--- src/rtl/cad_pkg.sv ---
`default_nettype none
// ============================================================================
// Module  : cad_pkg
// Brief   : Shared constants, state encoding and size/mode lookups for the
//           CAD engine top-level sequencer.
// Revision: 1.0 - initial release
// ============================================================================
package cad_pkg;

    localparam int RES_W     = 20;
    localparam int IMG_NUM   = 16;
    localparam int KER_NUM   = 16;
    localparam int KER_ELEMS = 25;
    localparam int KER_WORDS = KER_NUM * KER_ELEMS;

    localparam logic [1:0] SIZE_8  = 2'd0;
    localparam logic [1:0] SIZE_16 = 2'd1;
    localparam logic [1:0] SIZE_32 = 2'd2;

    typedef enum logic [2:0] {
        IDLE     = 3'd0,
        LOAD_IMG = 3'd1,
        LOAD_KER = 3'd2,
        WAIT_SEL = 3'd3,
        SEL2     = 3'd4,
        RUN      = 3'd5
    } state_e;

    // The reserved encoding 3 behaves as 8x8.
    function automatic logic [1:0] norm_size(input logic [1:0] size);
        logic [1:0] r;
        r = (size == 2'd3) ? SIZE_8 : size;
        return r;
    endfunction

    function automatic logic [14:0] img_words(input logic [1:0] size);
        logic [14:0] r;
        case (size)
            SIZE_16: r = 15'(IMG_NUM * 16 * 16);
            SIZE_32: r = 15'(IMG_NUM * 32 * 32);
            default: r = 15'(IMG_NUM * 8 * 8);
        endcase
        return r;
    endfunction

    // mode 0: ((S-4)/2)^2 pooled outputs; mode 1: (S+4)^2 deconv outputs
    function automatic logic [10:0] res_count(input logic [1:0] size, input logic mode);
        logic [10:0] r;
        case (size)
            SIZE_16: r = mode ? 11'd400  : 11'd36;
            SIZE_32: r = mode ? 11'd1296 : 11'd196;
            default: r = mode ? 11'd144  : 11'd4;
        endcase
        return r;
    endfunction

endpackage
`default_nettype wire

--- src/rtl/cad_ser.sv ---
`default_nettype none
// ============================================================================
// Module  : cad_ser
// Brief   : LSB-first result serializer with a ready that allows gapless
//           back-to-back words.
// Revision: 1.0 - initial release
// ============================================================================
module cad_ser
    import cad_pkg::*;
#(
    parameter int WIDTH = RES_W
) (
    input  logic             clk,
    input  logic             rst,
    input  logic             load_i,
    input  logic [WIDTH-1:0] data_i,
    output logic             ready_o,
    output logic             last_o,
    output logic             out_valid_o,
    output logic             out_value_o
);

    localparam int CNT_W = $clog2(WIDTH);
    localparam logic [CNT_W-1:0] LAST_BIT = CNT_W'(WIDTH - 1);

    logic [WIDTH-1:0] shift_q, shift_d;
    logic [CNT_W-1:0] bit_cnt_q, bit_cnt_d;
    logic             active_q, active_d;
    logic             w_last;

    assign w_last      = active_q && (bit_cnt_q == LAST_BIT);
    assign ready_o     = !active_q || w_last;
    assign last_o      = w_last;
    assign out_valid_o = active_q;
    assign out_value_o = active_q & shift_q[0];

    always_comb begin
        shift_d   = shift_q;
        bit_cnt_d = bit_cnt_q;
        active_d  = active_q;
        // A load on the final bit replaces the word with no idle cycle.
        if (load_i) begin
            shift_d   = data_i;
            bit_cnt_d = '0;
            active_d  = 1'b1;
        end else if (w_last) begin
            shift_d   = '0;
            bit_cnt_d = '0;
            active_d  = 1'b0;
        end else if (active_q) begin
            shift_d   = {1'b0, shift_q[WIDTH-1:1]};
            bit_cnt_d = bit_cnt_q + 1'b1;
        end
    end

    always_ff @(posedge clk or posedge rst) begin
        if (rst) begin
            shift_q   <= '0;
            bit_cnt_q <= '0;
            active_q  <= 1'b0;
        end else begin
            shift_q   <= shift_d;
            bit_cnt_q <= bit_cnt_d;
            active_q  <= active_d;
        end
    end

endmodule
`default_nettype wire

--- src/rtl/cad_ctrl.sv ---
`default_nettype none
// ============================================================================
// Module  : cad_ctrl
// Brief   : CAD engine sequencer: SRAM load addressing, selection capture,
//           compute launch and serial result output.
// Revision: 1.0 - initial release
// ============================================================================
module cad_ctrl
    import cad_pkg::*;
(
    input  logic         clk,
    input  logic         rst,
    input  logic         in_valid,
    input  logic [1:0]   matrix_size,
    input  logic [7:0]   matrix,
    input  logic         in_valid2,
    input  logic         mode,
    input  logic [3:0]   matrix_idx,
    output logic         img_we,
    output logic [13:0]  img_addr,
    output logic         kern_we,
    output logic [8:0]   kern_addr,
    output logic [7:0]   wdata,
    output logic         start,
    output logic         op_mode,
    output logic [3:0]   img_sel,
    output logic [3:0]   ker_sel,
    output logic [1:0]   size_r,
    input  logic         res_valid,
    input  logic [19:0]  res_data,
    output logic         res_ready,
    output logic         out_valid,
    output logic         out_value,
    output logic         busy
);

    state_e      state_q, state_d;
    logic [13:0] img_cnt_q, img_cnt_d;
    logic [8:0]  ker_cnt_q, ker_cnt_d;
    logic [10:0] res_cnt_q, res_cnt_d;
    logic        img_we_q, img_we_d;
    logic [13:0] img_addr_q, img_addr_d;
    logic        kern_we_q, kern_we_d;
    logic [8:0]  kern_addr_q, kern_addr_d;
    logic [7:0]  wdata_q;
    logic        start_q, start_d;
    logic        op_mode_q, op_mode_d;
    logic [3:0]  img_sel_q, img_sel_d;
    logic [3:0]  ker_sel_q, ker_sel_d;
    logic [1:0]  size_q, size_d;

    logic        w_img_last;
    logic        w_ker_last;
    logic [10:0] w_res_target;
    logic        w_res_done;
    logic        w_res_ready;
    logic        w_accept;
    logic        w_ser_ready;
    logic        w_ser_last;
    logic        w_load_start;

    assign w_img_last   = ({1'b0, img_cnt_q} == (img_words(size_q) - 15'd1));
    assign w_ker_last   = (ker_cnt_q == 9'(KER_WORDS - 1));
    assign w_res_target = res_count(size_q, op_mode_q);
    assign w_res_done   = (res_cnt_q == w_res_target);
    assign w_res_ready  = (state_q == RUN) && w_ser_ready && !w_res_done;
    assign w_accept     = res_valid && w_res_ready;
    // A selection beat wins over a new pattern if both arrive in WAIT_SEL.
    assign w_load_start = in_valid &&
                          ((state_q == IDLE) || ((state_q == WAIT_SEL) && !in_valid2));

    always_comb begin
        state_d     = state_q;
        img_cnt_d   = img_cnt_q;
        ker_cnt_d   = ker_cnt_q;
        res_cnt_d   = res_cnt_q;
        img_we_d    = 1'b0;
        img_addr_d  = img_addr_q;
        kern_we_d   = 1'b0;
        kern_addr_d = kern_addr_q;
        start_d     = 1'b0;
        op_mode_d   = op_mode_q;
        img_sel_d   = img_sel_q;
        ker_sel_d   = ker_sel_q;
        size_d      = size_q;

        case (state_q)
            LOAD_IMG: begin
                if (in_valid) begin
                    img_we_d   = 1'b1;
                    img_addr_d = img_cnt_q;
                    if (w_img_last) begin
                        img_cnt_d = '0;
                        ker_cnt_d = '0;
                        state_d   = LOAD_KER;
                    end else begin
                        img_cnt_d = img_cnt_q + 1'b1;
                    end
                end
            end
            LOAD_KER: begin
                if (in_valid) begin
                    kern_we_d   = 1'b1;
                    kern_addr_d = ker_cnt_q;
                    if (w_ker_last) begin
                        ker_cnt_d = '0;
                        state_d   = WAIT_SEL;
                    end else begin
                        ker_cnt_d = ker_cnt_q + 1'b1;
                    end
                end
            end
            WAIT_SEL: begin
                if (in_valid2) begin
                    op_mode_d = mode;
                    img_sel_d = matrix_idx;
                    state_d   = SEL2;
                end
            end
            SEL2: begin
                ker_sel_d = matrix_idx;
                start_d   = 1'b1;
                res_cnt_d = '0;
                state_d   = RUN;
            end
            RUN: begin
                if (w_accept) begin
                    res_cnt_d = res_cnt_q + 1'b1;
                end
                if (w_res_done && w_ser_last) begin
                    state_d = WAIT_SEL;
                end
            end
            default: ;
        endcase

        // Beat 0 of a pattern is written here; the counter then points at beat 1.
        if (w_load_start) begin
            size_d     = norm_size(matrix_size);
            img_we_d   = 1'b1;
            img_addr_d = '0;
            img_cnt_d  = 14'd1;
            ker_cnt_d  = '0;
            state_d    = LOAD_IMG;
        end
    end

    always_ff @(posedge clk or posedge rst) begin
        if (rst) begin
            state_q     <= IDLE;
            img_cnt_q   <= '0;
            ker_cnt_q   <= '0;
            res_cnt_q   <= '0;
            img_we_q    <= 1'b0;
            img_addr_q  <= '0;
            kern_we_q   <= 1'b0;
            kern_addr_q <= '0;
            wdata_q     <= '0;
            start_q     <= 1'b0;
            op_mode_q   <= 1'b0;
            img_sel_q   <= '0;
            ker_sel_q   <= '0;
            size_q      <= '0;
        end else begin
            state_q     <= state_d;
            img_cnt_q   <= img_cnt_d;
            ker_cnt_q   <= ker_cnt_d;
            res_cnt_q   <= res_cnt_d;
            img_we_q    <= img_we_d;
            img_addr_q  <= img_addr_d;
            kern_we_q   <= kern_we_d;
            kern_addr_q <= kern_addr_d;
            wdata_q     <= matrix;
            start_q     <= start_d;
            op_mode_q   <= op_mode_d;
            img_sel_q   <= img_sel_d;
            ker_sel_q   <= ker_sel_d;
            size_q      <= size_d;
        end
    end

    cad_ser #(
        .WIDTH (RES_W)
    ) u_ser (
        .clk         (clk),
        .rst         (rst),
        .load_i      (w_accept),
        .data_i      (res_data),
        .ready_o     (w_ser_ready),
        .last_o      (w_ser_last),
        .out_valid_o (out_valid),
        .out_value_o (out_value)
    );

    assign img_we    = img_we_q;
    assign img_addr  = img_addr_q;
    assign kern_we   = kern_we_q;
    assign kern_addr = kern_addr_q;
    assign wdata     = wdata_q;
    assign start     = start_q;
    assign op_mode   = op_mode_q;
    assign img_sel   = img_sel_q;
    assign ker_sel   = ker_sel_q;
    assign size_r    = size_q;
    assign res_ready = w_res_ready;
    assign busy      = !((state_q == IDLE) || (state_q == WAIT_SEL));

endmodule
`default_nettype wire

--- config.mk ---
export PLATFORM = sky130hd
export DESIGN_NAME = cad_ctrl
export DESIGN_NICKNAME = d
export VERILOG_FILES = /design/src/rtl/cad_pkg.sv /design/src/rtl/cad_ser.sv /design/src/rtl/cad_ctrl.sv
export SDC_FILE = /design/constraint.sdc
export NUM_CORES = 1
export LEC_CHECK = 0
export ABC_AREA = 1
export BUFFER_PORTS_ARGS = -buffer_cell sky130_fd_sc_hd__buf_2
export CORE_MARGIN = 2
export CORE_UTILIZATION = 30
export DETAILED_ROUTE_END_ITERATION = 7
export HOLD_SLACK_MARGIN = 0.02
export PLACE_DENSITY = 0.55
export REMOVE_ABC_BUFFERS = 1
export SYNTH_ARGS = -nofsm -noshare
export SYNTH_HDL_FRONTEND = slang
export SYNTH_SLANG_ARGS = --single-unit
--- constraint.sdc ---
create_clock -name clk -period 10.8 [get_ports clk]
set_clock_uncertainty 0.15 [all_clocks]
set_input_delay 1.62 -clock clk [delete_from_list [all_inputs] [get_ports clk]]
set_output_delay 1.62 -clock clk [all_outputs]
set_load 0.05 [all_outputs]
==> impl_metrics.ini, run 1 <==
[routing]
via_count = 4619
drt_first_pass_iters = 4
drc = 0
via_per_inst = 4.708
wl_per_cell_um = 12.99
ant_nets = 0
drt_wl_total_mm = 12.75
drtIter0Drc = 323

[place]
post_dp_cell_area_um2 = 6065
dpl.hpwl_mm = 8.782
pre_cts_slack_ns = 6.560
dp_cells = 965
gp_congestion = 0.8466
place.port_buffers = 88

[finish]
fin_area_um2 = 6394
layoutNonFillerInstCount = 981
drive_gt1_share_pct = 17.69
final_common_cell = nand2_1
regArea_um2 = 2703
fin_nets = 796
fill_cells = 1890
final_cell_mix = nand2_1, dfrtp_1, buf_2
multi_input_area_um2 = 2333
diodes = 0
areaGrowthSynthToFinish_pct = 16.99

[global_routing]
grt_pass1_vias = 4441
overflow = 0
grt_antenna_before_repair = 0
track_usage_pct = 13.70
grt_first_pass_wirelength_mm = 22.06
grt_max_degree = 68
use_met1_pct = 18.86
busiest_layer = met2
use_met2_pct = 21.91
grtUsageMet3_pct = 3.557

[timing]
worst_pin_slew_ns = 0.8397
drv_slew = 0
period_needed_ns = 4.632
timing.final.crit_share_pct = 42.89
slew_headroom_pct = 44.02
setup-tns-final_ns = 0
max_freq_mhz = 215.9
setup_viol = 0
hold_viol = 0
fin_ws_ns = 6.168
rsz0062_at_grt = no

[yosys]
syn_area_per_cell_um2 = 8.182
synthDistinctLibCells = 35
ys.flop_type = dfrtp_1
synth-edff-count = 0
syn_inst = 668
netlist_area_um2 = 5465
ys_ff_latch = 108
seq_area_frac_synth_pct = 49.45
synth-async-reset-ratio_pct = 100.0
yosys_warnings = 0

[clock_tree]
post_cts_buffers = 0
clk_latency_ns = 0.35
hold_buffers = 0
htreeDepth = 3
clock-sinks = 108
cts-root-buf = clkbuf_16
clk_pin_slew_ns = 0.07
cts_buffers = 9
cts-resized-gates = 0
cts_tree = done
cts_max_path_buffers = 2

[critical_path]
timing.rr.end = res_cnt_q[10]
cp.arrival_ns = 2.86
worst-path-max-fanout = 22
reg2reg_depth = 9
end_kind = output pin
r2r-start = u_ser.bit_cnt_q[0]
reg2reg_slack_ns = 7.84
cp_slowest_cell = nor2_4
required_ns = 9.03
path_cells = ha_1 > nand4_1 > nand2_1 > inv_1 > nor2_4 > a21boi_0 > buf_2
start_kind = register
crit_type = reg -> out
cpPeakStageDelay_ns = 0.53

[die]
initial_utilization_pct = 30.53
core-area_um2 = 17900
dieArea_um2 = 19310
fp.dieW_um = 139.0
num_rows = 49
io_pins = 89
die-height_um = 139.0

[power_and_ir_drop]
power_mw = 1.580
internal_power_mw = 0.8823
ir_worst_vdd_uv = 146.2
pwr_density_cell_nw_per_um2 = 247.1
switching_power_mw = 0.6975
seqPwrFrac_pct = 36.0
combPwrFrac_pct = 40.9
p_sw_share_pct = 44.15
clkPwrFrac_pct = 23.1
leakage_nw = 3.211

[worst_hold_path]
min_path_cells = 2
holdPathEnd = kern_addr[2]
hp-start = kern_addr[2]
hold_class = reg -> reg

[job]
cap_viol_max_count = 0

[outcome]
status = finished, final reports clean
[cell families after synthesis]
logic type	Yosys count	synth area share [%]
AND/OR/NAND/NOR	362	30.36
AO/OA/AOI/OAI	75	7.715
adder cells (fa/ha/maj)	9	2.060
XOR/XNOR	16	2.564
flip-flops	108	49.45
buffers and inverters	98	7.853
[state kept, by name (all words and copies together), names as in the netlist]
| register | flops |
|---|---|
| u_ser.shift_q | 20 |
| img_addr | 14 |
| img_cnt_q | 14 |
| res_cnt_q | 11 |
| ker_cnt_q | 9 |
| kern_addr | 9 |
| wdata | 8 |
| u_ser.bit_cnt_q | 5 |
| img_sel | 4 |
| ker_sel | 4 |
| state_q | 3 |
| size_r | 2 |
| img_we | 1 |
| kern_we | 1 |
| op_mode | 1 |
| start | 1 |
| u_ser.out_valid_o | 1 |
[worst max-delay path: cells and delay by family (launching register included)]
family,cells,cell delay [ns]
buf+inv,2,0.68
fa+ha+maj,1,0.22
compound gates,1,0.39
flops,1,0.39
simple gates,3,0.82
[routing by layer]
metal	routed length (µm)	vias to the layer above
met5	0	-
met4	87	0
met3	474	8
met2	5923	77
met1	6262	2175
li1	-	2359
[synthesized netlist by cell type, types with 2 or more instances]
cell	instances	share of area, %
nor2_1	54	3.7
nand3_1	86	7.9
nand2_2	6	0.69
buf_2	2	0.18
ha_1	9	2.1
buf_1	2	0.14
buf_6	7	1.4
o21ai_1	11	1.0
clkbuf_1	9	0.62
a211oi_1	3	0.41
inv_2	8	0.55
nor3b_1	2	0.27
nand2_4	3	0.62
dfrtp_1	108	49
o21ai_0	29	2.7
nand2_1	155	11
a22oi_1	9	1.2
a21oi_1	16	1.5
nand4_1	27	3.1
inv_1	68	4.7
a31oi_1	3	0.34
nor2_4	3	0.62
xor2_1	15	2.4
nor3_1	19	1.7
nor2_2	4	0.46
[area by class of cell]
cell class	instances	area share, %
Sequential cell	108	42.27
Multi-Input combinational cell	462	36.50
Timing Repair Buffer	89	7.006
Inverter	77	4.599
Tap cell	229	4.481
Clock buffer	13	4.070
Clock inverter	3	1.076
[how the worst max path moves through the flow]
stage	from	to	slack, ns
after floorplan	rst	img_addr[0]	6.18
after global placement	u_ser.bit_cnt_q[0]	res_ready	6.64
after detailed placement	u_ser.bit_cnt_q[0]	res_ready	6.56
after CTS	u_ser.bit_cnt_q[1]	res_ready	6.16
after global routing	u_ser.bit_cnt_q[0]	res_ready	5.93
final	u_ser.bit_cnt_q[0]	res_ready	6.17
[power by group through the flow]
stage,clock network (mW),logic (mW),registers [mW]
2_1_floorplan,0,0.329,0.733
3_3_place_gp,0,0.646,0.574
3_5_place_dp,0,0.652,0.576
4_1_cts,0.378,0.654,0.570
5_1_grt,0.392,0.720,0.585
6_report,0.365,0.646,0.569
[per-stage QoR]
stage               hold slack (ns)  utilization [%]
floorplan                    0.3159                -
global placement             0.3129            33.88
detailed placement           0.3184            33.88
CTS                          0.3362            35.71
global route                 0.3653            35.71
finish                       0.3270            35.71
(Power assumes the default switching activity.)
==> inputs of run 2 (changes only) <==
--- a/config.mk
+++ b/config.mk
@@ -11,7 +11,7 @@
 export CORE_UTILIZATION = 30
 export DETAILED_ROUTE_END_ITERATION = 7
 export HOLD_SLACK_MARGIN = 0.02
-export PLACE_DENSITY = 0.55
+export PLACE_DENSITY = 0.56
 export REMOVE_ABC_BUFFERS = 1
 export SYNTH_ARGS = -nofsm -noshare
 export SYNTH_HDL_FRONTEND = slang
==> constraint.sdc (replaced) <==
create_clock -name clk -period 3.8 [get_ports clk]
set_clock_uncertainty 0.15 [all_clocks]
set_input_delay 0.57 -clock clk [delete_from_list [all_inputs] [get_ports clk]]
set_output_delay 0.57 -clock clk [all_outputs]
set_load 0.05 [all_outputs]
==> impl_metrics.ini, run 2 (synthesis gave the netlist of run 1 again) <==
[outcome]
status = finished, final reports clean

[power_and_ir_drop]
ir_worst_vdd_uv = 478.8
pwr_density_cell_nw_per_um2 = 686.9
leakage_nw = 3.195
power_mw = 4.376

[timing]
setup_viol = 0
timing.final.crit_share_pct = 93.19
period_needed_ns = 3.541
drv_slew = 0
timing.hold.ws_ns = 0.1694
max_freq_mhz = 282.4
rsz0062_at_grt = no
fin_ws_ns = 0.2588
slew_headroom_pct = 44.62
hold_viol = 0
worst_pin_slew_ns = 0.8307
setup-tns-final_ns = 0

[clock_tree]
post_cts_buffers = 0
cts_tree = done
clk_latency_ns = 0.36
cts-resized-gates = 0
cts-root-buf = clkbuf_16
cts_max_path_buffers = 2
cts_buffers = 9
htreeDepth = 3
clk_pin_slew_ns = 0.07
clock-sinks = 108
hold_buffers = 0

[routing]
drt_first_pass_iters = 4
drtIter0Drc = 312
ant_nets = 0
via_per_inst = 4.649
drt_wl_total_mm = 12.40
wl_per_cell_um = 12.64
drc = 0
via_count = 4561

[critical_path]
required_ns = 3.08
r2r-start = u_ser.bit_cnt_q[0]
cp.arrival_ns = 2.82
reg2reg_slack_ns = 0.90
start_kind = register
end_kind = output pin
setup.worst_path.start = u_ser.bit_cnt_q[0]
crit_type = reg -> out
worst-path-max-fanout = 22

[place]
gp_congestion = 0.8076
post_dp_cell_area_um2 = 6077
dp_cells = 965
pre_cts_slack_ns = 0.6198
place.port_buffers = 88
dpl.hpwl_mm = 8.715

[finish]
areaGrowthSynthToFinish_pct = 16.58
drive_gt1_share_pct = 17.95
diodes = 0
fin_area_um2 = 6371
fin_nets = 796
final_cell_mix = nand2_1, dfrtp_1, buf_2
top_register = u_ser.shift_q
final_util_pct = 35.59
layoutNonFillerInstCount = 981
final_common_cell = nand2_1
largest_register_ffs = 20

[global_routing]
overflow = 0
grt_pass1_vias = 4341
grt_antenna_before_repair = 0
grt_first_pass_wirelength_mm = 21.20
track_usage_pct = 13.28
grt_max_degree = 66

[worst_hold_path]
hp-start = matrix[6]
hold_class = in -> reg

[die]
io_pins = 89
num_rows = 49
die-height_um = 139.0
core-area_um2 = 17900
dieArea_um2 = 19310
fp.dieW_um = 139.0
initial_utilization_pct = 30.53

[job]
cap_viol_max_count = 0
[run 2: changes by cell type in the layout (fill, tap and decap cells not counted), sizes merged]
cell	change
clkinv	-1
clkinvlp	+2
clkbuf	-2
bufinv	-2
inv	+3
[run 2: worst paths after layout]
check,cells past startpoint,to
max,7,res_ready
min,1,wdata[6]
max reg2reg,9,res_cnt_q[10]
min reg2reg,2,kern_addr[2]
max in group asynchronous,3,img_cnt_q[5]
min in group asynchronous,2,kern_addr[8]
[run 2: power by group]
group          switching (mW)  leakage [nW]  total [mW]  internal [mW]
sequential              0.185          1.44        1.62           1.43
combinational            1.36          1.62        1.82          0.457
clock                   0.451         0.139       0.939          0.488
[run 2: critical path, cell delays in order (launching register included)]
cell and delay [ns]:
dfrtp_1 0.39, ha_1 0.22, nand4_1 0.12, nand2_1 0.16, inv_1 0.34, nor2_4 0.51, a21boi_0 0.38, buf_2 0.33
[run 2: layer usage]
layer,up-vias,global-route usage (%),wire (µm)
met5,-,0,0
met1,2100,17.96,6008
met3,14,3.419,534
met4,0,4.306,200
li1,2363,-,-
met2,84,20.87,5657
[run 2: layout make-up]
type	count	area [µm²]
Multi-Input combinational cell	462	2333
Clock buffer	11	252.7
Inverter	77	294.0
Timing Repair Buffer	89	460.4
Tap cell	229	286.5
Sequential cell	108	2703
Clock inverter	5	41.29
Fill cell	1924	11530
==> inputs of run 3 (changes only) <==
==> constraint.sdc (replaced) <==
create_clock -name clk -period 3.8 [get_ports clk]
set_clock_uncertainty 0.15 [all_clocks]
set_input_delay 0.95 -clock clk [delete_from_list [all_inputs] [get_ports clk]]
set_output_delay 0.95 -clock clk [all_outputs]
set_load 0.05 [all_outputs]
==> impl_metrics.ini, run 3 (synthesis gave the netlist of run 1 again) <==
[timing]
drv_slew = 0
rsz0062_at_grt = no
period_needed_ns = 3.532
timing.final.crit_share_pct = 92.94
fin_ws_ns = 0.2682
max_freq_mhz = 283.1
timing.hold.ws_ns = 0.3326
worst_pin_slew_ns = 0.7896
slew_headroom_pct = 47.30
setup_viol = 0
hold_viol = 0

[critical_path]
required_ns = 2.70
cp.arrival_ns = 2.43
crit_type = reg -> out
start_kind = register
end_kind = output pin
worst-path-max-fanout = 5

[place]
place.port_buffers = 88
dpl.hpwl_mm = 8.731
gp_congestion = 0.8794
pre_cts_slack_ns = 0.6595

[finish]
final_common_cell = nand2_1
final_cell_mix = nand2_1, dfrtp_1, buf_2
drive_gt1_share_pct = 18.15
top_register = u_ser.shift_q
largest_register_ffs = 20
fin_nets = 799
diodes = 0
final_util_pct = 35.62
areaGrowthSynthToFinish_pct = 16.69
fill_cells = 1907

[clock_tree]
cts-root-buf = clkbuf_16
cts_buffers = 9
hold_buffers = 0
htreeDepth = 3
post_cts_buffers = 0
clk_latency_ns = 0.36
clock-sinks = 108
cts_max_path_buffers = 2
clk_pin_slew_ns = 0.07
cts_tree = done
cts-resized-gates = 0

[die]
die-height_um = 139.0
num_rows = 49
fp.dieW_um = 139.0
core-area_um2 = 17900
io_pins = 89
initial_utilization_pct = 30.53
dieArea_um2 = 19310

[power_and_ir_drop]
seqPwrFrac_pct = 37.2
ir_worst_vdd_uv = 468.1
pwr_density_cell_nw_per_um2 = 681.2
leakage_nw = 3.197
internal_power_mw = 2.351
switching_power_mw = 1.993
clkPwrFrac_pct = 20.8
combPwrFrac_pct = 42.0
p_sw_share_pct = 45.89

[routing]
via_per_inst = 4.653
drt_first_pass_iters = 4
drt_wl_total_mm = 12.49
ant_nets = 0
drc = 0
drtIter0Drc = 340
via_count = 4579
wl_per_cell_um = 12.69

[global_routing]
grt_pass1_vias = 4405
track_usage_pct = 13.57
overflow = 0
grt_antenna_before_repair = 0
grt_max_degree = 52
grt_first_pass_wirelength_mm = 21.72

[worst_hold_path]
hold_class = reg -> reg

[outcome]
status = finished, final reports clean

[job]
cap_viol_max_count = 0
run 3: changes by cell type in the layout (fill, tap and decap cells not counted):
cell,previous run,this run
clkinv_4,0,1
buf_4,0,3
clkbuf_1,0,1
clkbuf_8,2,0
inv_6,3,2
clkinvlp_4,2,3
run 3: worst paths after layout:
path                               from          endpoint  slack, ns  cells past startpoint
max                           size_r[0]         res_ready       0.27                     10
min reg2reg                kern_addr[3]      kern_addr[3]       0.33                      2
min in group asynchronous           rst  u_ser.shift_q[4]       0.48                      2
min                        kern_addr[3]      kern_addr[3]       0.33                      2
max in group asynchronous           rst      res_cnt_q[7]       2.35                      3
max reg2reg                   size_r[0]      res_cnt_q[5]       0.95                     13
run 3: metal layers:
metal / global-route usage [%] / up-vias / share of wire, %
li1: - / 2372 / -
met1: 18.81 / 2114 / 50
met2: 21.29 / 82 / 45
met3: 3.004 / 11 / 4.1
met4: 4.147 / 0 / 1.3
met5: 0 / - / 0
run 3: power by group through the flow:
stage          Combinational (mW)  Sequential, mW  Clock [mW]
6_report                     1.82            1.62       0.902
5_1_grt                      2.04            1.66       0.987
4_1_cts                      1.85            1.62       0.944
3_5_place_dp                 1.85            1.64           0
3_3_place_gp                 1.83            1.63           0
2_1_floorplan               0.936            2.08           0
run 3: per-stage QoR:
stage,instances,instance area [µm²],TNS [ns],power (mW)
CTS,984,6377,0,4.413
floorplan,647,5328,-15.80,3.019
detailed placement,968,6100,0,3.485
global placement,968,6100,0,3.469
finish,984,6377,0,4.344
global route,984,6377,0,4.691
run 3: critical path, cell delays in order, from the launching register on:
cell and delay (ns):
dfrtp_1 0.39, inv_1 0.09, ha_1 0.39, nor2_4 0.18
nand2_1 0.06, nand2_1 0.05, nand2_1 0.06, nand2_1 0.07
nor2_1 0.05, a21boi_0 0.39, buf_2 0.35
run 3: layout make-up:
cell class	count	area (µm²)	share of cell area [%]
tap	229	286.5	4.493
sequential	108	2703	42.38
multi-input combinational	462	2333	36.59
clock buffer	10	229.0	3.590
timing repair buffer	92	483.0	7.573
inverter	77	294.0	4.611
clock inverter	6	48.80	0.7652
